===== config.mk =====
export PLATFORM = sky130hd
export DESIGN_NAME = sc_mac_ctrl
export DESIGN_NICKNAME = d
export VERILOG_FILES = /design/src/rtl/sc_mac_pkg.sv /design/src/rtl/sc_bit_counter.sv /design/src/rtl/sc_mac_ctrl.sv
export SDC_FILE = /design/constraint.sdc
export NUM_CORES = 1
export LEC_CHECK = 0
export CAP_MARGIN = 20
export CORE_MARGIN = 5
export CORE_UTILIZATION = 62
export DETAILED_ROUTE_END_ITERATION = 16
export PLACE_DENSITY = 0.91
export SETUP_SLACK_MARGIN = 0.4
export SLEW_MARGIN = 20
export SYNTH_ARGS = -nofsm -noshare
export SYNTH_HDL_FRONTEND = slang
export SYNTH_SLANG_ARGS = --single-unit

===== constraint.sdc =====
create_clock -name clk -period 4.68 [get_ports clk]
set_clock_uncertainty 0.15 [all_clocks]
set_input_delay 0.936 -clock clk [delete_from_list [all_inputs] [get_ports clk]]
set_output_delay 0.936 -clock clk [all_outputs]
set_load 0.02 [all_outputs]

===== src/rtl/sc_mac_pkg.sv =====
// Shared types and defaults for the stochastic MAC controller: FSM state enum,
// default stream/pipeline sizing, result width and the length-exponent clamp.
package sc_mac_pkg;

   typedef enum logic [1:0] {
      ST_IDLE = 2'd0,
      ST_LOAD = 2'd1,
      ST_RUN  = 2'd2,
      ST_DONE = 2'd3
   } state_t;

   localparam int MAX_LOG2_DEF = 8;
   localparam int PIPE_LAT_DEF = 2;
   localparam int RES_W_DEF    = MAX_LOG2_DEF + 2;
   localparam int MIN_LOG2     = 4;

   // Shortest stream is 16 bits; anything longer than the counters allow is cut down.
   function automatic int clamp_log2(input logic [3:0] len, input int max_log2);
      int v;
      v = int'(len);
      if (v < MIN_LOG2) v = MIN_LOG2;
      if (v > max_log2) v = max_log2;
      return v;
   endfunction

endpackage


===== src/rtl/sc_bit_counter.sv =====
// Saturating ones counter: one cycle from bit_i to count_o, holds at max_i.
// No backpressure; clr_i has priority over en_i.
module sc_bit_counter #(
   parameter int W = 9
) (
   input  logic         clk,
   input  logic         rst,
   input  logic         clr_i,
   input  logic         en_i,
   input  logic         bit_i,
   input  logic [W-1:0] max_i,
   output logic [W-1:0] count_o
);

   logic [W-1:0] count_q;

   always_ff @(posedge clk) begin
      if (rst) begin
         count_q <= '0;
      end else if (clr_i) begin
         count_q <= '0;
      end else if (en_i && bit_i && (count_q < max_i)) begin
         count_q <= count_q + W'(1);
      end
   end

   assign count_o = count_q;

endmodule


===== src/rtl/sc_mac_ctrl.sv =====
// Stochastic MAC sequencer: LOAD (1 cycle), RUN (PIPE_LAT+L cycles), then DONE holding
// the bipolar result until res_ready; start_ready only in IDLE, abort drops the run.
module sc_mac_ctrl
   import sc_mac_pkg::*;
#(
   parameter int MAX_LOG2 = MAX_LOG2_DEF,
   parameter int PIPE_LAT = PIPE_LAT_DEF
) (
   input  logic                      clk,
   input  logic                      rst,
   input  logic                      start_valid,
   output logic                      start_ready,
   input  logic [3:0]                len_log2,
   input  logic                      abort,
   output logic                      load_a,
   output logic                      load_b,
   output logic                      rng_clr,
   output logic                      rng_en,
   input  logic                      mac_bit,
   output logic                      res_valid,
   input  logic                      res_ready,
   output logic signed [MAX_LOG2+1:0] result,
   output logic                      busy
);

   localparam int W  = MAX_LOG2 + 1;
   localparam int RW = MAX_LOG2 + 2;
   localparam int CW = $clog2(PIPE_LAT + (2 ** MAX_LOG2)) + 1;
   localparam logic [CW-1:0] PL = CW'(PIPE_LAT);

   state_t               state_q;
   logic [W-1:0]         len_q;
   logic [CW-1:0]        cyc_q;
   logic [W-1:0]         ones_q;
   logic                 load_q;
   logic                 rng_clr_q;
   logic                 rng_en_q;
   logic                 res_valid_q;
   logic signed [RW-1:0] result_q;
   logic signed [RW-1:0] result_d;
   logic [W-1:0]         l_new;
   logic [W-1:0]         ones_final;
   logic [RW:0]          diff;
   logic [CW-1:0]        last_idx;
   logic                 cnt_en;

   assign l_new    = W'(1) << clamp_log2(len_log2, MAX_LOG2);
   assign last_idx = PL + CW'(len_q) - CW'(1);
   assign cnt_en   = (state_q == ST_RUN) && (cyc_q >= PL);

   sc_bit_counter #(.W(W)) u_cnt (
      .clk     (clk),
      .rst     (rst),
      .clr_i   (state_q == ST_LOAD),
      .en_i    (cnt_en),
      .bit_i   (mac_bit),
      .max_i   (len_q),
      .count_o (ones_q)
   );

   // The last counted bit is still in flight on the final RUN cycle, so fold it in here.
   assign ones_final = ones_q + W'(mac_bit);
   assign diff       = {1'b0, ones_final, 1'b0} - {2'b00, len_q};
   assign result_d   = $signed(diff[RW-1:0]);

   always_ff @(posedge clk) begin
      if (rst) begin
         state_q     <= ST_IDLE;
         len_q       <= '0;
         cyc_q       <= '0;
         result_q    <= '0;
         res_valid_q <= 1'b0;
         load_q      <= 1'b0;
         rng_clr_q   <= 1'b0;
         rng_en_q    <= 1'b0;
      end else begin
         load_q    <= 1'b0;
         rng_clr_q <= 1'b0;
         case (state_q)
            ST_IDLE: begin
               if (start_valid) begin
                  len_q     <= l_new;
                  state_q   <= ST_LOAD;
                  load_q    <= 1'b1;
                  rng_clr_q <= 1'b1;
               end
            end
            ST_LOAD: begin
               cyc_q <= '0;
               if (abort) begin
                  state_q <= ST_IDLE;
               end else begin
                  state_q  <= ST_RUN;
                  rng_en_q <= 1'b1;
               end
            end
            ST_RUN: begin
               if (abort) begin
                  state_q  <= ST_IDLE;
                  rng_en_q <= 1'b0;
               end else if (cyc_q == last_idx) begin
                  state_q     <= ST_DONE;
                  rng_en_q    <= 1'b0;
                  result_q    <= result_d;
                  res_valid_q <= 1'b1;
               end else begin
                  cyc_q <= cyc_q + CW'(1);
               end
            end
            ST_DONE: begin
               if (res_ready) begin
                  state_q     <= ST_IDLE;
                  res_valid_q <= 1'b0;
               end
            end
            default: state_q <= ST_IDLE;
         endcase
      end
   end

   assign start_ready = (state_q == ST_IDLE);
   assign busy        = (state_q != ST_IDLE);
   assign load_a      = load_q;
   assign load_b      = load_q;
   assign rng_clr     = rng_clr_q;
   assign rng_en      = rng_en_q;
   assign res_valid   = res_valid_q;
   assign result      = result_q;

endmodule


======== After elaboration in Yosys (flattened, before gate mapping) ========
Index checks and enable logic that the tools add are counted.
W data, S select, Z words.
storage, ports and cells
  output and inout port bits .............. 17
  flip-flop bits (word level) ............. 43
  logic and storage cells ................. 67
operators by class
  shift operators ......................... 1
  $lt $le $gt $ge ......................... 4
  reductions and logical operators ........ 15
  add/subtract/negate cells ............... 6
  equality and inequality tests ........... 11
  mux-type cells .......................... 20
  bitwise gates (word level) .............. 2
operator list
  kind                     number
  $gt A32 B5 Y1 const B    1
  $mux W32                 1
  $shl A1 B32 Y9 const A   1
  $mux W10                 2
  $pmux W10 S2             1
  $reduce_and A3 Y1        4
  $add A10 B1 Y10 const B  1
  $add A2 B9 Y10 const A   1
  $eq A10 B10 Y1           1
  $ge A10 B2 Y1 const B    1
  $mux W2                  5
  $ne A2 B2 Y1 const B     5
  $sub A10 B1 Y10 const B  1
  $sub A10 B9 Y10          1
  $add A9 B1 Y9            1
  $add A9 B1 Y9 const B    1
  $lt A9 B9 Y1             1
  $pmux W2 S4              1
  $mux W1                  7
  $reduce_bool A2 Y1       3
  $eq A2 B2 Y1 const B     2
  $lt A4 B3 Y1 const B     1
  $mux W4                  1
  $pmux W1 S2              2
  other kinds (9)          13

======== Logic depth before layout (Yosys ltp) ========
  word-level depth ........................ 6
  depth in mapped cells ................... 12
  gate-level depth less buffers ........... 12

======== Cells and area by module ========
A second synthesis with hierarchy kept.
unflattened totals
  cell total of the unflattened synthesis .. 361
  area, all modules ....................... 2917.8 um^2
by module, submodules not included
  module          seq. area each (um^2)  cells an instance  area an instance (um^2)  times used
  sc_mac_ctrl     680.7                  281                2302.2                   1
  sc_bit_counter  180.2                  80                 615.6                    1

======== Worst setup path after synthesis ========
OpenSTA, ideal clock, no wires.
  kind .................................... input-to-reg
  start ................................... in mac_bit
  end ..................................... reg result_q[8], in the netlist result[8]
  data required time ...................... 4.402 ns
  path slack .............................. 1.637 ns
  library setup time ...................... 0.128 ns
  stages .................................. 10
  data arrival time ....................... 2.766 ns
  cells stage by stage .................... ha_1 > ha_1 > ha_1 > a21o_1 > a21oi_1 > o21ai_0 > o41ai_1 > xnor2_1 > mux2i_1 > nor2_1
between the ends
  word-level cells in the longest chain between the ends .. 2
ends and longest elaborated chain
  what                    RTL line            source
  start: declaration      sc_mac_ctrl.sv:19   input logic mac_bit,
  $add A9 B1 Y9           sc_mac_ctrl.sv:62   assign ones_final = ones_q + W'(mac_bit);
  $sub A10 B9 Y10         sc_mac_ctrl.sv:63   assign diff = {1'b0, ones_final, 1'b0} - {2'b00, len_q};
  end signal: assignment  sc_mac_ctrl.sv:104  result_q <= result_d;
  end: declaration        sc_mac_ctrl.sv:39   logic signed [RW-1:0] result_q;
No other way between the ends.
A chain may end at the register's enable or synchronous reset.

======== Final worst setup path ========
Ends and elaborated chain as after synthesis.

==> flow_summary.json <==
{
  "synth.avg_cell_area_um2": 8.46,
  "antenna_found_initial": 0,
  "slowest_delay_ns": 0.47,
  "hold_buffers": 0,
  "core_area_um2": 4440,
  "irDropWorstVdd_v": 0.000147,
  "slew_headroom": 0.639,
  "synth_nets": 374,
  "tightestPinTransition_ns": 0.534,
  "yosysSeqAreaShare": 0.298,
  "setup_viol": 0,
  "drtIter0Drc": 318,
  "min_period_ns": 3.62,
  "n_antenna_cell": 0,
  "tns_ns": 0,
  "route.detailed.drc": 0,
  "cellPowerDensity_nw_per_um2": 244,
  "io-pin-count": 27,
  "drive_gt1_frac": 0.0447,
  "firstDrtPassIters": 5,
  "rsz0062_at_grt": "false",
  "cpMaxStageDelayCell": "o41ai_1",
  "async_flop_share": 0,
  "initial_core_util": 0.649,
  "cp_data_required_time_ns": 4.72,
  "grt-ovfl-total": 0,
  "crit_chain": "clkdlybuf4s50_1 > ha_1 > ha_1 > ha_1 > a21o_1 > a21oi_1 > o21ai_0 > o41ai_1 > xnor2_1 > mux2i_1 > nor2_1",
  "die_area_um2": 6120,
  "cpMostUsedCell": "ha_1",
  "synthTopCellsByCount": "dfxtp_1 (43), nor2_1 (35), ha_1 (22), a21oi_1 (21), xnor2_1 (17)",
  "crit_family": "compound AO/OA/AOI/OAI gates",
  "ant_nets": 0,
  "cts_resized": 0,
  "cp.arrival_ns": 3.66,
  "synthCells": 341,
  "hpwl_um": 4910,
  "die_w_um": 78.2,
  "synth_top_area_cell": "dfxtp_1",
  "multiInputGateArea_um2": 1890,
  "syn_to_final_growth_pct": 13.2,
  "numCtsBuffers": 5,
  "grt_start_max_net_pins": 25,
  "post_drt_wl_per_cell_um": 16.3,
  "clkSlewWorstSetupHoldPaths_ns": 0.08,
  "cts_max_path_buffers": 2,
  "max_freq_mhz": 276,
  "h-tree-depth": 2,
  "cts_root_buffer": "clkbuf_8",
  "slew_viol_final": 0,
  "end_kind": "flip-flop",
  "finalCritPeriodShare": 0.774,
  "clk_latency_ns": 0.29,
  "die_h_um": 78.2,
  "yosysTopAreaCellShare": 0.298,
  "path_class": "input pin to flip-flop",
  "cts.sinks": 43,
  "io_buffer_count": 26,
  "yosysWarningCount": 0,
  "whs_ns": 0.329,
  "hold_path_class": "flip-flop to flip-flop",
  "vias_per_cell": 6.43,
  "nets": 390,
  "rows": 24,
  "worst-path-max-fanout": 3,
  "post-route-util": 0.735,
  "grt_pass1_wl_um": 11700,
  "synth-edff-count": 0,
  "ys_ff_latch": 43,
  "drt_wl_total_um": 6670,
  "num_vias": 2636,
  "cap_violations": 0,
  "first_global_vias": 2533,
  "startpoint_type": "input pin",
  "status": "complete, no violations",
  "hold_viol": 0,
  "synth_cell_types": 52,
  "final_area_um2": 3270,
  "cts_setup_buffers": 0,
  "grt_util_all_layers": 0.230,
  "gp_congestion": 0.842,
  "fill_cells": 310,
  "yosysMostFrequentCell": "dfxtp_1",
  "synthFlopType": "dfxtp_1",
  "cts_tree": "built",
  "place_area_um2": 3130,
  "synthesis.area_um2": 2880,
  "ys_top_cells_by_area": "dfxtp_1 (30%), ha_1 (9.5%), xnor2_1 (5.2%), nor2_1 (4.6%), mux2i_1 (4.2%)",
  "cp_num_buf_inv": 1,
  "power_leakage_nw": 1.25,
  "register_area_um2": 861
}
==> power breakdown <==
part | switching, W | leakage (nW) | internal (W)
Sequential | 0.00000727 | 0.347 | 0.000370
Clock | 0.000126 | 0.0654 | 0.000213
Combinational | 0.0000446 | 0.840 | 0.0000360
==> registers in the layout, summed over array words and instances, names as in the netlist <==
name           count
len_q              9
result            10
rng_en             1
cyc_q             10
res_valid          1
u_cnt.count_o      9
state_q            2
rng_clr            1
==> final timing paths <==
kind                                        startpoint                      to  slack (ns)  depth (start not counted)
worst max register to register   len_q[0]$_SDFFE_PP0P_  result[5]$_SDFFE_PP0P_        1.35                          7
worst max-delay path                           mac_bit  result[8]$_SDFFE_PP0P_        1.06                         11
worst min register to register  result[5]$_SDFFE_PP0P_  result[5]$_SDFFE_PP0P_        0.33                          2
worst min-delay path            result[5]$_SDFFE_PP0P_  result[5]$_SDFFE_PP0P_        0.33                          2
==> through the flow <==
stage,setup WS [ns],cells,total power (W)
3_5_place_dp,0.845,402,0.000464
4_1_cts,1.15,410,0.000800
2_1_floorplan,1.64,341,0.000437
3_3_place_gp,1.07,402,0.000461
5_1_grt,0.957,410,0.000826
6_report,1.06,410,0.000797
==> layout make-up <==
cell class / instances / area share
Clock inverter: 2 / 0.0184
Clock buffer: 6 / 0.0222
Inverter: 14 / 0.0161
Timing Repair Buffer: 27 / 0.0820
Multi-Input combinational cell: 266 / 0.578
Sequential cell: 43 / 0.264
Tap cell: 52 / 0.0199
==> tightest hold or removal path, cell delays in order (launching register included) <==
cell,delay (ns)
dfxtp_1,0.32
nand2_1,0.06
a21oi_1,0.05
==> layout by cell type (no fill, tap or decap), types with 4 or more instances in the layout <==
| master | instances |
|---|---|
| nor2_1 | 35 |
| and2_1 | 5 |
| nand2_1 | 15 |
| a31oi_1 | 4 |
| nor3_1 | 8 |
| nor2b_1 | 4 |
| clkdlybuf4s50_1 | 26 |
| xnor2_1 | 17 |
| xor2_1 | 13 |
| inv_1 | 14 |
| o31ai_1 | 4 |
| dfxtp_1 | 43 |
| nor4_1 | 5 |
| mux2i_1 | 12 |
| nand3b_1 | 5 |
| nand2b_1 | 9 |
| nand3_1 | 15 |
| o21ai_0 | 12 |
| ha_1 | 22 |
| a21oi_1 | 21 |
| clkbuf_8 | 5 |
| or3_1 | 6 |
| and3_1 | 5 |
| a21o_1 | 6 |
==> per-layer routing <==
metal | up-vias | share of wire | track usage
li1 | 1265 | - | -
met1 | 1234 | 0.43 | 0.304
met2 | 110 | 0.48 | 0.372
met3 | 27 | 0.053 | 0.0343
met4 | 0 | 0.036 | 0.103
met5 | - | 0 | 0
==> cells by family (layout without fill, tap and decap cells) <==
| family | after synthesis | in the layout | share of synthesized area |
|---|---|---|---|
| simple gates | 131 | 131 | 0.248 |
| xor+xnor | 30 | 30 | 0.0911 |
| mux | 12 | 12 | 0.0417 |
| buf+inv | 32 | 49 | 0.0473 |
| fa+ha+maj | 23 | 23 | 0.102 |
| flops | 43 | 43 | 0.298 |
| compound gates | 70 | 70 | 0.171 |
(Power assumes the default switching activity.)
